<file path="src/rtl/axi_pkg.sv">
// Shared definitions for the SRAM-to-AXI3 bridge: FSM state codes, AXI
// encodings, default transaction IDs and SRAM size codes.
package axi_pkg;

    localparam logic [2:0] ST_IDLE = 3'd0;
    localparam logic [2:0] ST_AR   = 3'd1;
    localparam logic [2:0] ST_R    = 3'd2;
    localparam logic [2:0] ST_AW_W = 3'd3;
    localparam logic [2:0] ST_B    = 3'd4;

    localparam logic [1:0] BURST_INCR = 2'b01;

    localparam int ID_INST = 0;
    localparam int ID_DATA = 1;

    typedef enum logic [1:0] {
        SIZE_B = 2'd0,
        SIZE_H = 2'd1,
        SIZE_W = 2'd2
    } size_e;

endpackage

</file>
<file path="src/rtl/sram_axi_arbiter_if.sv">
// Single-ID AXI3 master bus (AR/R/AW/W/B) as seen by the SRAM bridge;
// master = bridge side, slave = crossbar side.
interface sram_axi_arbiter_if #(
    parameter int ID_W = 4
);
    logic [ID_W-1:0] arid;
    logic [31:0]     araddr;
    logic [3:0]      arlen;
    logic [2:0]      arsize;
    logic [1:0]      arburst;
    logic            arvalid;
    logic            arready;

    logic [ID_W-1:0] rid;
    logic [31:0]     rdata;
    logic [1:0]      rresp;
    logic            rlast;
    logic            rvalid;
    logic            rready;

    logic [ID_W-1:0] awid;
    logic [31:0]     awaddr;
    logic [3:0]      awlen;
    logic [2:0]      awsize;
    logic [1:0]      awburst;
    logic            awvalid;
    logic            awready;

    logic [31:0]     wdata;
    logic [3:0]      wstrb;
    logic            wlast;
    logic            wvalid;
    logic            wready;

    logic [ID_W-1:0] bid;
    logic [1:0]      bresp;
    logic            bvalid;
    logic            bready;

    modport master (
        output arid, araddr, arlen, arsize, arburst, arvalid,
        input  arready,
        input  rid, rdata, rresp, rlast, rvalid,
        output rready,
        output awid, awaddr, awlen, awsize, awburst, awvalid,
        input  awready,
        output wdata, wstrb, wlast, wvalid,
        input  wready,
        input  bid, bresp, bvalid,
        output bready
    );

    modport slave (
        input  arid, araddr, arlen, arsize, arburst, arvalid,
        output arready,
        output rid, rdata, rresp, rlast, rvalid,
        input  rready,
        input  awid, awaddr, awlen, awsize, awburst, awvalid,
        output awready,
        input  wdata, wstrb, wlast, wvalid,
        output wready,
        output bid, bresp, bvalid,
        input  bready
    );

endinterface

</file>
<file path="src/rtl/axi_strb_gen.sv">
// Byte-lane strobe from SRAM size code and low address bits; purely combinational
// so the uncached store path can reuse it.
module axi_strb_gen
    import axi_pkg::*;
(
    input  logic [1:0] size,
    input  logic [1:0] addr_lo,
    output logic [3:0] strb
);

    always_comb begin
        case (size)
            SIZE_B:  strb = 4'b0001 << addr_lo;
            SIZE_H:  strb = 4'b0011 << {addr_lo[1], 1'b0};
            default: strb = 4'b1111;
        endcase
    end

endmodule

</file>
<file path="src/rtl/sram_axi_arbiter.sv">
// Bridges the inst (read-only) and data SRAM-like ports onto one AXI3 master,
// one transaction at a time. Define ARB_ROUND_ROBIN_EN for round-robin grant.
//
// state   | meaning
// IDLE    | waiting for a request; grant and addr_ok happen here
// AR      | read address presented, waiting for arready
// R       | waiting for rvalid; data_ok pulses with it
// AW_W    | write address and data presented, each drops after its handshake
// B       | waiting for bvalid; data_data_ok pulses with it
module sram_axi_arbiter
    import axi_pkg::*;
#(
    parameter int ID_W    = 4,
    parameter int INST_ID = ID_INST,
    parameter int DATA_ID = ID_DATA
) (
    input  logic        clk,
    input  logic        rst,

    input  logic        inst_req,
    input  logic [31:0] inst_addr,
    input  logic [1:0]  inst_size,
    output logic        inst_addr_ok,
    output logic        inst_data_ok,
    output logic [31:0] inst_rdata,

    input  logic        data_req,
    input  logic        data_wr,
    input  logic [31:0] data_addr,
    input  logic [1:0]  data_size,
    input  logic [31:0] data_wdata,
    output logic        data_addr_ok,
    output logic        data_data_ok,
    output logic [31:0] data_rdata,

    sram_axi_arbiter_if.master axi
);

    logic [2:0]  state_q, state_d;
    logic        owner_q;
    logic        wr_q;
    logic [31:0] addr_q;
    logic [1:0]  size_q;
    logic [31:0] wdata_q;
    logic        aw_done_q, w_done_q;
    logic [31:0] inst_rdata_q, data_rdata_q;

    logic        idle, grant_data, grant_inst, grant_any;
    logic        r_fire, b_fire, aw_hs, w_hs, aw_fin, w_fin;
    logic [ID_W-1:0] owner_id;
    logic [3:0]  strb;

    // addr_ok is masked during reset so a held req cannot be acknowledged
    // while the bridge is being cleared.
    assign idle = (state_q == ST_IDLE) && !rst;

`ifdef ARB_ROUND_ROBIN_EN
    logic rr_data_q;
    logic contested;

    assign contested  = inst_req && data_req;
    assign grant_data = data_req && (!inst_req || rr_data_q);

    always_ff @(posedge clk or posedge rst) begin
        if (rst)
            rr_data_q <= 1'b1;
        else if (idle && contested)
            rr_data_q <= !grant_data;
    end
`else
    assign grant_data = data_req;
`endif

    assign grant_inst   = inst_req && !grant_data;
    assign inst_addr_ok = idle && grant_inst;
    assign data_addr_ok = idle && grant_data;
    assign grant_any    = inst_addr_ok || data_addr_ok;

    assign r_fire = (state_q == ST_R) && axi.rvalid;
    assign b_fire = (state_q == ST_B) && axi.bvalid;
    assign aw_hs  = axi.awvalid && axi.awready;
    assign w_hs   = axi.wvalid && axi.wready;
    assign aw_fin = aw_done_q || aw_hs;
    assign w_fin  = w_done_q || w_hs;

    assign inst_data_ok = r_fire && !owner_q;
    assign data_data_ok = (r_fire && owner_q) || b_fire;
    assign inst_rdata   = inst_data_ok ? axi.rdata : inst_rdata_q;
    assign data_rdata   = (r_fire && owner_q) ? axi.rdata : data_rdata_q;

    always_comb begin
        state_d = state_q;
        case (state_q)
            ST_IDLE: if (grant_any) state_d = (grant_data && data_wr) ? ST_AW_W : ST_AR;
            ST_AR:   if (axi.arready) state_d = ST_R;
            ST_R:    if (axi.rvalid) state_d = ST_IDLE;
            ST_AW_W: if (aw_fin && w_fin) state_d = ST_B;
            ST_B:    if (axi.bvalid) state_d = ST_IDLE;
            default: state_d = ST_IDLE;
        endcase
    end

    always_ff @(posedge clk or posedge rst) begin
        if (rst) begin
            state_q      <= ST_IDLE;
            owner_q      <= 1'b0;
            wr_q         <= 1'b0;
            addr_q       <= '0;
            size_q       <= '0;
            wdata_q      <= '0;
            aw_done_q    <= 1'b0;
            w_done_q     <= 1'b0;
            inst_rdata_q <= '0;
            data_rdata_q <= '0;
        end else begin
            state_q <= state_d;
            if (grant_any) begin
                owner_q   <= grant_data;
                wr_q      <= grant_data && data_wr;
                addr_q    <= grant_data ? data_addr : inst_addr;
                size_q    <= grant_data ? data_size : inst_size;
                wdata_q   <= grant_data ? data_wdata : 32'd0;
                aw_done_q <= 1'b0;
                w_done_q  <= 1'b0;
            end else begin
                if (aw_hs) aw_done_q <= 1'b1;
                if (w_hs)  w_done_q  <= 1'b1;
            end
            if (inst_data_ok)
                inst_rdata_q <= axi.rdata;
            if (r_fire && owner_q)
                data_rdata_q <= axi.rdata;
        end
    end

    axi_strb_gen u_strb_gen (
        .size    (size_q),
        .addr_lo (addr_q[1:0]),
        .strb    (strb)
    );

    assign owner_id = owner_q ? ID_W'(DATA_ID) : ID_W'(INST_ID);

    assign axi.arid    = owner_id;
    assign axi.araddr  = addr_q;
    assign axi.arlen   = 4'd0;
    assign axi.arsize  = {1'b0, size_q};
    assign axi.arburst = BURST_INCR;
    assign axi.arvalid = (state_q == ST_AR);
    assign axi.rready  = (state_q == ST_R);

    assign axi.awid    = owner_id;
    assign axi.awaddr  = addr_q;
    assign axi.awlen   = 4'd0;
    assign axi.awsize  = {1'b0, size_q};
    assign axi.awburst = BURST_INCR;
    assign axi.awvalid = (state_q == ST_AW_W) && !aw_done_q;

    // Store data goes out unshifted; the core already replicates it per lane.
    assign axi.wdata   = wdata_q;
    assign axi.wstrb   = strb;
    assign axi.wlast   = 1'b1;
    assign axi.wvalid  = (state_q == ST_AW_W) && !w_done_q;
    assign axi.bready  = (state_q == ST_B);

    // Response IDs/status are irrelevant with a single outstanding transaction.
    logic unused_resp;
    assign unused_resp = ^{axi.rid, axi.rresp, axi.rlast, axi.bid, axi.bresp, wr_q};

endmodule

</file>
<file path="src/flat_wrapper.sv">
// flat-port wrapper written by rule: the top's interface ports become plain ports
module sram_axi_arbiter_flat import axi_pkg::*;
#(
    parameter int ID_W    = 4,
    parameter int INST_ID = ID_INST,
    parameter int DATA_ID = ID_DATA
)
  (clk, rst, inst_req, inst_addr, inst_size, inst_addr_ok, inst_data_ok, inst_rdata, data_req, data_wr, data_addr, data_size, data_wdata, data_addr_ok, data_data_ok, data_rdata, axi_arid, axi_araddr, axi_arlen, axi_arsize, axi_arburst, axi_arvalid, axi_arready, axi_rid, axi_rdata, axi_rresp, axi_rlast, axi_rvalid, axi_rready, axi_awid, axi_awaddr, axi_awlen, axi_awsize, axi_awburst, axi_awvalid, axi_awready, axi_wdata, axi_wstrb, axi_wlast, axi_wvalid, axi_wready, axi_bid, axi_bresp, axi_bvalid, axi_bready);
  sram_axi_arbiter_if #(.ID_W(ID_W)) axi_i ();
  input  logic clk;
  input  logic rst;
  input  logic inst_req;
  input  logic [31:0] inst_addr;
  input  logic [1:0] inst_size;
  output logic inst_addr_ok;
  output logic inst_data_ok;
  output logic [31:0] inst_rdata;
  input  logic data_req;
  input  logic data_wr;
  input  logic [31:0] data_addr;
  input  logic [1:0] data_size;
  input  logic [31:0] data_wdata;
  output logic data_addr_ok;
  output logic data_data_ok;
  output logic [31:0] data_rdata;
  output wire logic [$bits(axi_i.arid)-1:0] axi_arid;
  output wire logic [$bits(axi_i.araddr)-1:0] axi_araddr;
  output wire logic [$bits(axi_i.arlen)-1:0] axi_arlen;
  output wire logic [$bits(axi_i.arsize)-1:0] axi_arsize;
  output wire logic [$bits(axi_i.arburst)-1:0] axi_arburst;
  output wire logic [$bits(axi_i.arvalid)-1:0] axi_arvalid;
  input wire logic [$bits(axi_i.arready)-1:0] axi_arready;
  input wire logic [$bits(axi_i.rid)-1:0] axi_rid;
  input wire logic [$bits(axi_i.rdata)-1:0] axi_rdata;
  input wire logic [$bits(axi_i.rresp)-1:0] axi_rresp;
  input wire logic [$bits(axi_i.rlast)-1:0] axi_rlast;
  input wire logic [$bits(axi_i.rvalid)-1:0] axi_rvalid;
  output wire logic [$bits(axi_i.rready)-1:0] axi_rready;
  output wire logic [$bits(axi_i.awid)-1:0] axi_awid;
  output wire logic [$bits(axi_i.awaddr)-1:0] axi_awaddr;
  output wire logic [$bits(axi_i.awlen)-1:0] axi_awlen;
  output wire logic [$bits(axi_i.awsize)-1:0] axi_awsize;
  output wire logic [$bits(axi_i.awburst)-1:0] axi_awburst;
  output wire logic [$bits(axi_i.awvalid)-1:0] axi_awvalid;
  input wire logic [$bits(axi_i.awready)-1:0] axi_awready;
  output wire logic [$bits(axi_i.wdata)-1:0] axi_wdata;
  output wire logic [$bits(axi_i.wstrb)-1:0] axi_wstrb;
  output wire logic [$bits(axi_i.wlast)-1:0] axi_wlast;
  output wire logic [$bits(axi_i.wvalid)-1:0] axi_wvalid;
  input wire logic [$bits(axi_i.wready)-1:0] axi_wready;
  input wire logic [$bits(axi_i.bid)-1:0] axi_bid;
  input wire logic [$bits(axi_i.bresp)-1:0] axi_bresp;
  input wire logic [$bits(axi_i.bvalid)-1:0] axi_bvalid;
  output wire logic [$bits(axi_i.bready)-1:0] axi_bready;
  assign axi_arid = axi_i.arid;
  assign axi_araddr = axi_i.araddr;
  assign axi_arlen = axi_i.arlen;
  assign axi_arsize = axi_i.arsize;
  assign axi_arburst = axi_i.arburst;
  assign axi_arvalid = axi_i.arvalid;
  assign axi_i.arready = axi_arready;
  assign axi_i.rid = axi_rid;
  assign axi_i.rdata = axi_rdata;
  assign axi_i.rresp = axi_rresp;
  assign axi_i.rlast = axi_rlast;
  assign axi_i.rvalid = axi_rvalid;
  assign axi_rready = axi_i.rready;
  assign axi_awid = axi_i.awid;
  assign axi_awaddr = axi_i.awaddr;
  assign axi_awlen = axi_i.awlen;
  assign axi_awsize = axi_i.awsize;
  assign axi_awburst = axi_i.awburst;
  assign axi_awvalid = axi_i.awvalid;
  assign axi_i.awready = axi_awready;
  assign axi_wdata = axi_i.wdata;
  assign axi_wstrb = axi_i.wstrb;
  assign axi_wlast = axi_i.wlast;
  assign axi_wvalid = axi_i.wvalid;
  assign axi_i.wready = axi_wready;
  assign axi_i.bid = axi_bid;
  assign axi_i.bresp = axi_bresp;
  assign axi_i.bvalid = axi_bvalid;
  assign axi_bready = axi_i.bready;
  sram_axi_arbiter #(.ID_W(ID_W), .INST_ID(INST_ID), .DATA_ID(DATA_ID)) u_core (.clk(clk), .rst(rst), .inst_req(inst_req), .inst_addr(inst_addr), .inst_size(inst_size), .inst_addr_ok(inst_addr_ok), .inst_data_ok(inst_data_ok), .inst_rdata(inst_rdata), .data_req(data_req), .data_wr(data_wr), .data_addr(data_addr), .data_size(data_size), .data_wdata(data_wdata), .data_addr_ok(data_addr_ok), .data_data_ok(data_data_ok), .data_rdata(data_rdata), .axi(axi_i));
endmodule
</file>
<file path="config.mk">
export PLATFORM = sky130hd
export DESIGN_NAME = sram_axi_arbiter_flat
export DESIGN_NICKNAME = d
export VERILOG_FILES = /design/src/rtl/axi_pkg.sv /design/src/rtl/sram_axi_arbiter_if.sv /design/src/rtl/axi_strb_gen.sv /design/src/rtl/sram_axi_arbiter.sv /design/src/flat_wrapper.sv
export SDC_FILE = /design/constraint.sdc
export NUM_CORES = 1
export LEC_CHECK = 0
export CORE_AREA = 2 2 136 138
export DETAILED_ROUTE_END_ITERATION = 12
export DIE_AREA = 0 0 138 140
export MAX_ROUTING_LAYER = met4
export PLACE_DENSITY_LB_ADDON = 0.08
export SETUP_SLACK_MARGIN = 0.3
export SYNTH_ARGS = -nofsm -noshare
export SYNTH_HDL_FRONTEND = slang
export SYNTH_HIERARCHICAL = 1
export SYNTH_SLANG_ARGS = --single-unit
</file>
<file path="constraint.sdc">
create_clock -name clk -period 13.7 [get_ports clk]
set_clock_uncertainty 0.05 [all_clocks]
set_input_delay 2.055 -clock clk [delete_from_list [all_inputs] [get_ports clk]]
set_output_delay 2.055 -clock clk [all_outputs]
set_load 0.05 [all_outputs]
</file>
After elaboration in Yosys (flattened, before gate mapping)
Cells that the tools add are included.
- add/subtract/negate cells: 0
- $mul: 0
- div/mod/pow operators: 0
- $lt $le $gt $ge: 0
- equality and inequality tests: 10
- shift operators: 2
- multiplexer cells: 18
- bitwise operators: 0
- reductions and logical operators: 28
- operators with widths (kind ; count):
    2-to-1 mux 32 bit ; 4
    2-to-1 mux 3 bit ; 5
    case mux 3 bit (5 select lines) ; 1
    logical AND 1 bit ; 14
    case mux 4 bit (2 select lines) ; 1
    equality test 3 x 2 -> 1 bit (second input constant) ; 2
    != test 2 x 1 -> 1 bit (second input constant) ; 3
    logical NOT 1 bit ; 5
    2-to-1 mux 1 bit ; 5
    AND reduction 5 bit ; 1
    logical OR 1 bit ; 4
    2-to-1 mux 2 bit ; 2
    != test 2 bit (second input constant) ; 2
    nonzero test 2 bit ; 2
    left shift 1 x 2 -> 4 bit (first input constant) ; 1
    left shift 2 x 2 -> 4 bit (first input constant) ; 1
    equality test 3 x 1 -> 1 bit (second input constant) ; 1
    equality test 3 bit (second input constant) ; 1
    logical NOT 3 bit ; 1
    equality test 2 x 1 -> 1 bit (second input constant) ; 1
    logical NOT 2 bit ; 1
- flip-flop bits (word level): 136
- latch bits: 0
- memory bits (writable): 0
- bits in read-only memories: 0
- input bits: 155
- word-level logic and storage cells: 67
- memories kept: 0

Depth between registers and ports, before layout
- depth in word-level cells: 7
- depth in mapped cells: 6

Modules after synthesis
Netlist, hierarchy kept.
- modules (own cells, without submodules) (module ; instances ; cells each ; area each (um2) ; sequential area each (um2)):
    sram_axi_arbiter ; 1 ; 420 ; 6018.3 ; 3403.3
    axi_strb_gen ; 1 ; 7 ; 51.3 ; 0.0

Worst setup path before layout
No wires, ideal clock.
- path type: input-to-output
- from: input port data_req
- to: output port inst_addr_ok
- arrival: 3131 ps
- required time: 11595 ps
- setup slack: 8464 ps
- stages: 3
- cells stage by stage: buf_2 > clkbuf_1 > nor2_1
- cells in the longest elaborated chain, start to end: 3
- RTL lines (element ; RTL line ; source):
    start, declared ; flat_wrapper.sv:18 ; input logic data_req;
    logical NOT 1 bit ; sram_axi_arbiter.sv:74 ; assign grant_inst = inst_req && !grant_data;
    logical AND 1 bit ; sram_axi_arbiter.sv:74 ;
    logical AND 1 bit ; sram_axi_arbiter.sv:75 ; assign inst_addr_ok = idle && grant_inst;
    end, declared ; flat_wrapper.sv:15 ; output logic inst_addr_ok;
Every way passes these cells.

Worst setup path in the final report
- from: input port axi_rvalid
- to: output port data_rdata[0]
- cells in the longest elaborated chain, start to end: 3
- RTL lines (element ; RTL line ; source):
    start, declared ; flat_wrapper.sv:37 ; input wire logic [$bits(axi_i.rvalid)-1:0] axi_rvalid;
    logical AND 1 bit ; sram_axi_arbiter.sv:79 ; assign r_fire = (state_q == ST_R) && axi.rvalid;
    logical AND 1 bit ; sram_axi_arbiter.sv:89 ; assign data_rdata = (r_fire && owner_q) ? axi.rdata : data_rdata_q;
    2-to-1 mux 32 bit ; n/a ;
    end, declared ; flat_wrapper.sv:25 ; output logic [31:0] data_rdata;
Every way passes these cells.

==> impl_metrics.yaml <==
outcome:
  outcome: "complete, no violations"
die:
  dieHeight_um: 140
  die_w_um: 138
  rows: 49
  coreArea_sq_mm: 0.0178
  start_util_pct: 34.1
  io_pins: 355
  fp.dieArea_sq_mm: 0.0193
route:
  wl_um: 17200
  via_per_inst: 4.65
  vias: 4409
  wl_per_cell_um: 18.2
  ant_nets: 0
  detail_route.first_pass.iterations: 4
  drcViolationCount: 0
  drt_iter0_markers: 111
min_path:
  hold_class: "flop to flop"
  hold_depth: 1
  hold_path_end: "u_core/data_rdata_q[25]$_DFF_PP0_"
  worstHoldStart: "u_core/data_rdata_q[25]$_DFF_PP0_"
final_layout:
  fill_cells: 1473
  syn2layout_area_growth_pct: 60.1
  fin_nets: 862
  antennaDiodeCount: 0
  drive_gt1_share_pct: 21.0
global_routing:
  antenna_found_initial: 0
  grt_first_pass_wirelength_um: 27000
  overflow: 0
  grt_max_degree: 84
  grtUsageTotal_pct: 18.6
  grt_pass1_vias: 4784
synth:
  synthTopCellsByArea: "dfrtp_1 56%, mux2_2 19%, buf_4 7.7%"
  yosysUniqueCellTypes: 34
  ys_ff_latch: 136
  yosys.area.top_type: "dfrtp_1"
  yosys_warnings: 6
  synth_cells: 427
  synth_area_sq_mm: 0.00607
  synth-edff-count: 0
  synth_top_flop_cell: "dfrtp_1"
  seq_area_frac_synth_pct: 56.1
  syn_avg_cell_area_sq_um: 14.2
  async_reset_ff_share_pct: 100
  synth_top_area_share_pct: 56.1
sta:
  clock.fmax_mhz: 149
  rsz0062_at_grt: "no"
  finalSetupViolCount: 0
  finalHoldViolCount: 0
  finalWorstSetupSlack_ns: 6.98
  min_period_ns: 6.72
  setup_tns_ns: 0
  tightest_slew_ns: 0.934
  slew-limit-headroom_pct: 37.7
  drv_slew: 0
  fin_crit_sh_pct: 49.0
critical_path:
  critPathRequiredTime_ns: 11.60
  r2r_setup_slack_ns: 11.33
  regToRegStartpoint: "u_core/state_q[1]$_DFFE_PP0P_"
  critPathMaxFanout: 33
  crit_arrival_ns: 4.61
  cp-end-kind: "output port"
  r2r_cells: 3
  worstSetupStartpointType: "primary input"
  reg2reg_to: "u_core/data_rdata_q[26]$_DFF_PP0_"
  path_class: "primary input to output port"
cts:
  cts_made_buffers: 17
  cts_tree: "yes"
  cts_buffer_depth: 2
  cts_hold_buf: 0
  cts_root_buf: "clkbuf_16"
  postCtsSetupBuffers: 0
  cts_resized: 0
  clk_pin_slew_ns: 0.06
  clk_latency_ns: 0.41
  cts.htree.levels: 4
  clock-sinks: 136
placed_design:
  hpwlAfterDp_um: 12500
  io_buffers: 320
  place_congestion: 0.779
  dp_slack_ns: 6.91
flow_run:
  cap_viol_max_count: 0
## cell usage in the layout (no fill, tap or decap), types with 2 or more instances in the layout
master / instances
a21o_1: 3
a21oi_1: 2
a22o_1: 32
and3b_1: 2
buf_4: 4
bufinv_16: 4
clkbuf_16: 17
clkdlybuf4s50_1: 319
clkinv_4: 2
clkinvlp_4: 4
conb_1: 21
dfrtp_1: 136
inv_1: 2
inv_6: 4
mux2_1: 28
mux2_2: 104
nand2_1: 2
nand3_1: 3
nor2_1: 7
o21bai_1: 2
or4b_2: 3
## critical path: stages
cell and delay, ns:
clkdlybuf4s50_1 0.50, nand3_2 0.71, mux2_2 0.58, clkdlybuf4s50_1 0.73
## through the flow
| step | cells | hold slack [ns] | utilization, % | area (sq um) |
|---|---|---|---|---|
| finish | 949 | 0.444 | 54.6 | 9720 |
| global route | 949 | 0.457 | 54.6 | 9720 |
| CTS | 949 | 0.447 | 54.6 | 9720 |
| detailed placement | 917 | 0.433 | 51.1 | 9080 |
| global placement | 917 | 0.428 | 51.1 | 9080 |
| floorplan | 446 | 0.456 | - | 6140 |
## synthesized netlist by cell type, types with 2 or more instances
cell type	number
buf_6	4
buf_2	13
a21oi_1	2
dfrtp_1	136
conb_1	2
o21bai_1	2
a21o_1	3
or4b_2	3
mux2_1	28
clkbuf_1	3
nor2_1	7
buf_4	62
inv_1	3
mux2_2	104
a22o_1	32
and3b_1	2
nand2_1	2
nand3_1	3
## worst max path at each step
| stage | cells after the start | to | slack (ns) | startpoint |
|---|---|---|---|---|
| after CTS | 4 | data_rdata[13] | 6.90 | axi_rvalid |
| after detailed placement | 4 | data_rdata[10] | 6.91 | axi_rvalid |
| after floorplan | 1 | u_core/aw_done_q$_DFFE_PP0P_ | 7.96 | rst |
| after global routing | 4 | data_rdata[13] | 6.76 | axi_rvalid |
| final | 4 | data_rdata[0] | 6.98 | axi_rvalid |
| after global placement | 4 | data_rdata[0] | 6.93 | axi_rvalid |
## kinds of logic after synthesis
kind of cell / count (synthesis) / share of synthesized area, %
AO/OA/AOI/OAI: 47 / 6.37
buffers and inverters: 85 / 9.85
flip-flops: 136 / 56.1
multiplexers: 132 / 24.5
other: 2 / 0.124
AND/OR/NAND/NOR: 25 / 3.09
## layout make-up
class                   instances  area (sq um)  area share (%)
flip-flops and latches        136          3400            35.0
repair buffers                324          3230            33.2
multi-input cells             225          2140            22.1
clock buffers                  19           443            4.56
well taps                     229           287            2.95
clock inverters                13           194            2.00
inverters                       3          16.3           0.167
## registers in the layout, summed over array words and instances, names as in the netlist
signal	count
u_core/data_rdata_q	32
u_core/size_q	2
u_core/aw_done_q	1
u_core/inst_rdata_q	32
u_core/w_done_q	1
u_core/owner_q	1
u_core/state_q	3
u_core/axi.wdata	32
u_core/axi.araddr	32
## layer usage
metal  share of wire [%]  wire length (um)  track usage, %  up-vias
met5                   0                 0               -        -
met4                 1.8               303            6.55        0
met3                 6.2              1060            5.03       21
met2                  52              9020            32.0      207
met1                  40              6850            20.9     2182
li1                    -                 -               -     1999
Power is not shown: default switching activity piles up to over one toggle a cycle in this logic, so the estimate is an artifact.
